## src/rtl/mac_accumulator.sv

```systemverilog
// Accumulates a stream of unsigned products into dot-product sums and hands each
// finished sum to downstream through a one-entry valid/ready output register.
module mac_accumulator #(
    parameter int WIDTH     = 16,
    parameter int ACC_WIDTH = 40,
    parameter int SATURATE  = 1
) (
    input  logic                   clk,
    input  logic                   rst,
    input  logic [2*WIDTH-1:0]     prod_in,
    input  logic                   prod_valid,
    input  logic                   prod_last,
    output logic                   prod_ready,
    output logic [ACC_WIDTH-1:0]   acc_out,
    output logic                   acc_ovf,
    output logic [15:0]            acc_count,
    output logic                   acc_valid,
    input  logic                   acc_ready
);

    localparam int PW = 2 * WIDTH;

    logic [ACC_WIDTH-1:0] sum_r;
    logic [15:0]          cnt_r;
    logic                 ovf_r;
    logic                 first_r;

    logic                 accept_s;
    logic [ACC_WIDTH:0]   base_s;
    logic [ACC_WIDTH:0]   s_s;
    logic                 ovf_term_s;
    logic [ACC_WIDTH-1:0] sum_next_s;
    logic [15:0]          cnt_next_s;
    logic                 ovf_next_s;

    function automatic logic [15:0] sat_inc16(input logic [15:0] v);
        if (v == 16'hFFFF) begin
            return 16'hFFFF;
        end else begin
            return v + 16'd1;
        end
    endfunction

    // Term acceptance: the output register must be free or draining this cycle.
    always_comb begin
        prod_ready = 1'b0;
        if (rst) begin
            prod_ready = 1'b0;
        end else begin
            prod_ready = !acc_valid || acc_ready;
        end
        accept_s = prod_valid && prod_ready;
    end

    // Next running sum, count and sticky overflow for the term on prod_in.
    always_comb begin
        base_s     = '0;
        sum_next_s = '0;
        if (first_r) begin
            base_s = '0;
        end else begin
            base_s = {1'b0, sum_r};
        end
        s_s        = base_s + {{(ACC_WIDTH + 1 - PW){1'b0}}, prod_in};
        ovf_term_s = s_s[ACC_WIDTH];
        // A saturated sum stays at max: any further add overflows again and re-clamps.
        if (ovf_term_s && (SATURATE != 0)) begin
            sum_next_s = {ACC_WIDTH{1'b1}};
        end else begin
            sum_next_s = s_s[ACC_WIDTH-1:0];
        end
        if (first_r) begin
            cnt_next_s = 16'd1;
            ovf_next_s = ovf_term_s;
        end else begin
            cnt_next_s = sat_inc16(cnt_r);
            ovf_next_s = ovf_r | ovf_term_s;
        end
    end

    // Running state: FIRST until a non-last term arrives, back to FIRST on the last term.
    always_ff @(posedge clk) begin
        if (rst) begin
            sum_r   <= '0;
            cnt_r   <= 16'd0;
            ovf_r   <= 1'b0;
            first_r <= 1'b1;
        end else if (accept_s) begin
            if (prod_last) begin
                first_r <= 1'b1;
            end else begin
                sum_r   <= sum_next_s;
                cnt_r   <= cnt_next_s;
                ovf_r   <= ovf_next_s;
                first_r <= 1'b0;
            end
        end else begin
            first_r <= first_r;
        end
    end

    // Output buffer: a last-term accept reloads it even while the old result drains.
    always_ff @(posedge clk) begin
        if (rst) begin
            acc_out   <= '0;
            acc_ovf   <= 1'b0;
            acc_count <= 16'd0;
            acc_valid <= 1'b0;
        end else if (accept_s && prod_last) begin
            acc_out   <= sum_next_s;
            acc_ovf   <= ovf_next_s;
            acc_count <= cnt_next_s;
            acc_valid <= 1'b1;
        end else if (acc_valid && acc_ready) begin
            acc_valid <= 1'b0;
        end else begin
            acc_valid <= acc_valid;
        end
    end

endmodule

```

## config.mk

```make
export PLATFORM = sky130hd
export DESIGN_NAME = mac_accumulator
export DESIGN_NICKNAME = d
export VERILOG_FILES = /design/src/rtl/mac_accumulator.sv
export SDC_FILE = /design/constraint.sdc
export NUM_CORES = 1
export LEC_CHECK = 0
export ABC_AREA = 1
export CAP_MARGIN = 20
export CORE_MARGIN = 2
export CORE_UTILIZATION = 50
export CTS_BUF_LIST = sky130_fd_sc_hd__clkbuf_16
export DETAILED_ROUTE_END_ITERATION = 8
export DONT_BUFFER_PORTS = 1
export PLACE_DENSITY_LB_ADDON = 0.05
export SYNTH_ARGS = -nofsm -noshare
export SYNTH_HDL_FRONTEND = slang
export SYNTH_SLANG_ARGS = --single-unit
```

## constraint.sdc

```tcl
create_clock -name clk -period 3.1 [get_ports clk]
set_clock_uncertainty 0.1 [all_clocks]
set_input_delay 0.31 -clock clk [delete_from_list [all_inputs] [get_ports clk]]
set_output_delay 0.31 -clock clk [all_outputs]
set_load 0.02 [all_outputs]
```

# --- Word level (Yosys, flattened, before mapping) ---
# Cells that the tools add are included.
totals:
  reg_bits: 116
  latchBits: 0
  ram_bits: 0
  mem_bits_ro: 0
  in_bits: 37
  output_inout_bits: 59
  word_cells: 29
  memories: 0
classes:
  n_addsub: 2
  multipliers: 0
  n_div: 0
  n_lt_le_gt_ge: 0
  eq_ne: 1
  shift: 0
  mux: 9
  bitwise: 2
  reduce_logical: 7
ops:
  columns: ["op", "count"]
  rows:
  - ["two-way mux 40 bit", 2]
  - ["adder 41 x 32 -> 41 bit", 1]
  - ["two-way mux 16 bit", 2]
  - ["adder 16 x 1 -> 16 bit, second input constant", 1]
  - ["equality test 16 bit, second input constant", 1]
  - ["two-way mux 1 bit", 5]
  - ["logical AND 1 bit", 3]
  - ["AND reduction 2 bit", 1]
  - ["nonzero test 2 bit", 1]
  - ["zero test 1 bit", 1]
  - ["logical OR 1 bit", 1]
  - ["inverter 1 bit", 1]
  - ["OR 1 bit", 1]

# --- Depth between registers and ports, before layout ---
logic_depth:
  word_depth: 6
  depth_mapped: 19
  mapped_depth_nobuf: 18

# --- Worst setup path after synthesis ---
# Ideal clock, no wire load.
synth_path:
  path_kind: "reg2reg"
  start: "register first_r"
  end: "register sum_r[3]"
  setup_ns: 0.113
  arrival_time_ns: 2.636
  setup_slack_ns: 0.251
  stages_incl_launch_ff: 19
  n_path_buf: 3
  period_less_slack_ns: 2.849
  cell_sequence: "dfxtp_1 -> buf_2 -> buf_1 -> nor2_1 -> ha_1 -> fa_1 -> nand3_1 -> nand3_2 -> nand2_1 -> nand2_1 -> nand2_1 -> nand2_2 -> nand2_2 -> nand2_4 -> nand2_4 -> buf_6 -> nand3_1 -> o21ai_1 -> inv_1"
synth_via:
  elab_chain_len: 3
synth_rtl:
  columns: ["item", "line_no", "text"]
  rows:
  - ["start: declaration", "26", "logic first_r;"]
  - ["start signal: assignment", "98", "first_r <= first_r;"]
  - ["two-way mux 40 bit", "59", "if (first_r) begin"]
  - ["adder 41 x 32 -> 41 bit", "64", "s_s = base_s + {{(ACC_WIDTH + 1 - PW){1'b0}}, prod_in};"]
  - ["two-way mux 40 bit", "67", "if (ovf_term_s && (SATURATE != 0)) begin"]
  - ["end signal: assignment", "92", "sum_r <= sum_next_s;"]
  - ["end: declaration", "23", "logic [ACC_WIDTH-1:0] sum_r;"]
# No other way between the ends.
# A chain may end at the register's enable or synchronous reset.

# --- Worst setup path after layout ---
# Same ends and word-level chain as after synthesis.

==> results by group <==
Outcome
  • Status: complete, no violations

Global routing
  • GR Util All Layers: 0.279
  • First-pass GRT wire length: 36.2 mm
  • Pin count of the biggest net entering global routing: 51
  • Initial antenna violation count: 0
  • Vias in the first global route: 7141
  • Total global routing overflow: 0

Drt
  • Antenna-violating nets left: 0
  • Routed wl met2: 9.96 mm
  • Via-to-Cell Ratio: 5.05
  • WL final: 22.7 mm
  • DR WL met3: 1.65 mm
  • Drt wl/cell: 14.9 um
  • Vias: 7719
  • DR top layer: met4
  • Number of remaining DRC errors: 0
  • Wire length on met1: 10.7 mm
  • Initial DRC count: 558
  • DR pass1 iterations: 5

Min path
  • Hold Path Origin: prod_valid
  • Worst min path class: input pin to flip-flop

Setup path
  • R2R Path Start: first_r
  • Critical Path Start: first_r
  • Arr. time, crit path: 3020 ps
  • Worst path most repeated cell: nand2_1
  • Worst path max stage delay: 350 ps
  • CP Launch Type: flip-flop
  • Worst Path Required: 3310 ps
  • Critical path class: flip-flop to flip-flop
  • Largest delay share family, worst path: simple AND/OR/NAND/NOR gates
  • Crit-path slowest cell: dfxtp_2
  • CP bufs+invs: 4
  • Worst-path cell chain: buf_12 -> nor2_1 -> ha_1 -> nand2_1 -> inv_1 -> nand2_1 -> nand2_1 -> a21oi_1 -> nand2_2 -> nand2_2 -> nand2_4 -> nand2_8 -> buf_4 -> nand3_1 -> o21ai_1 -> inv_1
  • Worst Setup End Kind: flip-flop
  • Worst Path Max Fanout: 37

Yosys
  • Avg Inst Size Synth: 5.96 sq um
  • Netlist cell types: 44
  • Async SR Flop Fraction: 0
  • Yosys reg bits: 116
  • Ys flop type: dfxtp_1
  • Netlist Area Pre-Place: 7830 sq um
  • Syn Inst Count: 1313
  • EDFF count, synth: 0
  • Synthesized Nets: 1384
  • Sequential area share after synthesis: 0.297
  • Syn. warnings: 0

Cells and area
  • P&R area growth vs syn: 9.40%
  • Layout cells sized above 1: 0.0592
  • Commonest non-fill, non-tap cell in the layout: nand2_1
  • Most frequent cells in the layout: nand2_1, inv_1, nor2_1, dfxtp_1, a21oi_1
  • Nets: 1377
  • Fill count: 1607
  • Layout Utilization: 0.561
  • N_diodes: 0

Floorplanning
  • Initial Utilization: 0.513
  • Core Area: 15300 sq um
  • Die Ht: 129 um
  • Row cnt: 45
  • Die width: 129 um
  • I/O pin count: 96
  • Die area: 16700 sq um

STA
  • Least-Margin Pin Slew: 919 ps
  • Setup Total Neg Slack: 0 ps
  • Period utilization: 0.909
  • Unrepaired setup endpoints after global routing: false
  • Pins Over Slew Limit: 0
  • Final worst slack: 283 ps
  • Final hold vios: 0
  • Fmax: 355 MHz
  • Final setup violation count: 0
  • Tmin final: 2820 ps
  • Worst slew margin: 0.387
  • Fin Hold WS: 76.2 ps

Pwr
  • LEAKAGE: 0.00462 uW
  • Peak VDD IR: 0.374 mV
  • Pwr dens: 449 nW/um^2
  • Power Total: 3840 uW

Clock tree
  • H-tree levels: 4
  • Reg clk slew, reported paths: 50 ps
  • TritonCTS sink count: 116
  • TritonCTS clock tree: done
  • Post-CTS setup buffers: 0
  • CTS root buf: clkbuf_16
  • Clock insertion delay at the later pin of the skew report: 410 ps
  • CTS Buf Count: 17
  • Longest Clk Path Bufs: 2

Placed design
  • I/O Buffers: 0
  • Dpl hpwl: 17.4 mm
  • Dpl ws: 197 ps
  • GP Congestion: 0.970

Run
  • Max cap viols: 0
[routing by layer]
layer,track usage,up-vias
met3,0.0578,30
met4,0.0895,0
met2,0.439,222
met5,0,-
met1,0.383,3455
li1,-,4012
[cell usage after synthesis (2+ instances only)]
library cell | instances | area (sq um)
a21oi_1 | 71 | 355
a21oi_2 | 2 | 17.5
a31oi_1 | 4 | 25.0
buf_1 | 8 | 30.0
buf_2 | 16 | 80.1
buf_4 | 2 | 15.0
buf_6 | 4 | 45.0
clkbuf_1 | 11 | 41.3
dfxtp_1 | 116 | 2320
ha_1 | 33 | 413
inv_1 | 230 | 863
inv_2 | 2 | 7.51
nand2_1 | 449 | 1690
nand2_2 | 6 | 37.5
nand2_4 | 2 | 22.5
nand3_1 | 62 | 310
nand3_2 | 9 | 90.1
nand4_1 | 12 | 75.1
nor2_1 | 139 | 522
nor2_2 | 3 | 18.8
nor3_1 | 10 | 50.1
nor3_2 | 2 | 20.0
o21ai_0 | 51 | 255
o21ai_1 | 19 | 95.1
o21bai_1 | 3 | 22.5
or2_2 | 5 | 31.3
xnor2_1 | 4 | 35.0
xor2_1 | 22 | 193
[worst reg2reg max path: cells and delay by family (launching register included)]
family / cells / cell delay, ps
buffers and inverters: 4 / 550
AOI/OAI and AO/OA: 2 / 370
adders and majority gates: 1 / 350
DFF: 1 / 350
and+or+nand+nor: 9 / 990
[flip-flops by register name, indices dropped and copies added (netlist names)]
name and count:
sum_r 40, first_r 1, acc_out 40, acc_ovf 1, ovf_r 1, acc_count 16
acc_valid 1, cnt_r 16
[power by group]
group	total (uW)	internal, uW	switching (uW)
sequential	1640	1560	76.1
clock	1770	1070	697
combinational	435	137	298
total	3840	2770	1070
[per-stage QoR]
step | std cells | area (sq um)
floorplan | 1313 | 7830
global placement | 1496 | 8000
detailed placement | 1496 | 8000
CTS | 1529 | 8550
global route | 1529 | 8560
finish | 1529 | 8560
[cells by family after synthesis]
kind of cell / count (synthesis) / share of synthesized area
compound gates: 154 / 0.102
xor+xnor: 26 / 0.0291
fa+ha+maj: 34 / 0.0553
buf+inv: 273 / 0.138
flops: 116 / 0.297
simple gates: 710 / 0.378
[layout make-up]
class	instances	area, sq um	share of cell area
Multi-Input combinational cell	924	4440	0.518
Timing Repair Buffer	15	144	0.0168
Tap cell	211	264	0.0308
Inverter	232	871	0.102
Clock buffer	17	425	0.0497
Sequential cell	116	2320	0.271
Clock inverter	14	98.8	0.0115
[what timing repair did]
action	in CTS	in global routing
hold endpoints to repair	33	0
hold buffers	2	0
endpoints found under the setup margin	0	23
resized for setup	0	2
[path summary, 6_finish.rpt]
| path | cells after the start | endpoint | slack (ps) |
|---|---|---|---|
| worst max-delay path | 16 | sum_r[3] | 280 |
| worst min-delay path | 3 | first_r | 80 |
| worst max register to register | 16 | sum_r[3] | 280 |
| worst min register to register | 2 | sum_r[25] | 430 |
(Power assumes the default switching activity.)
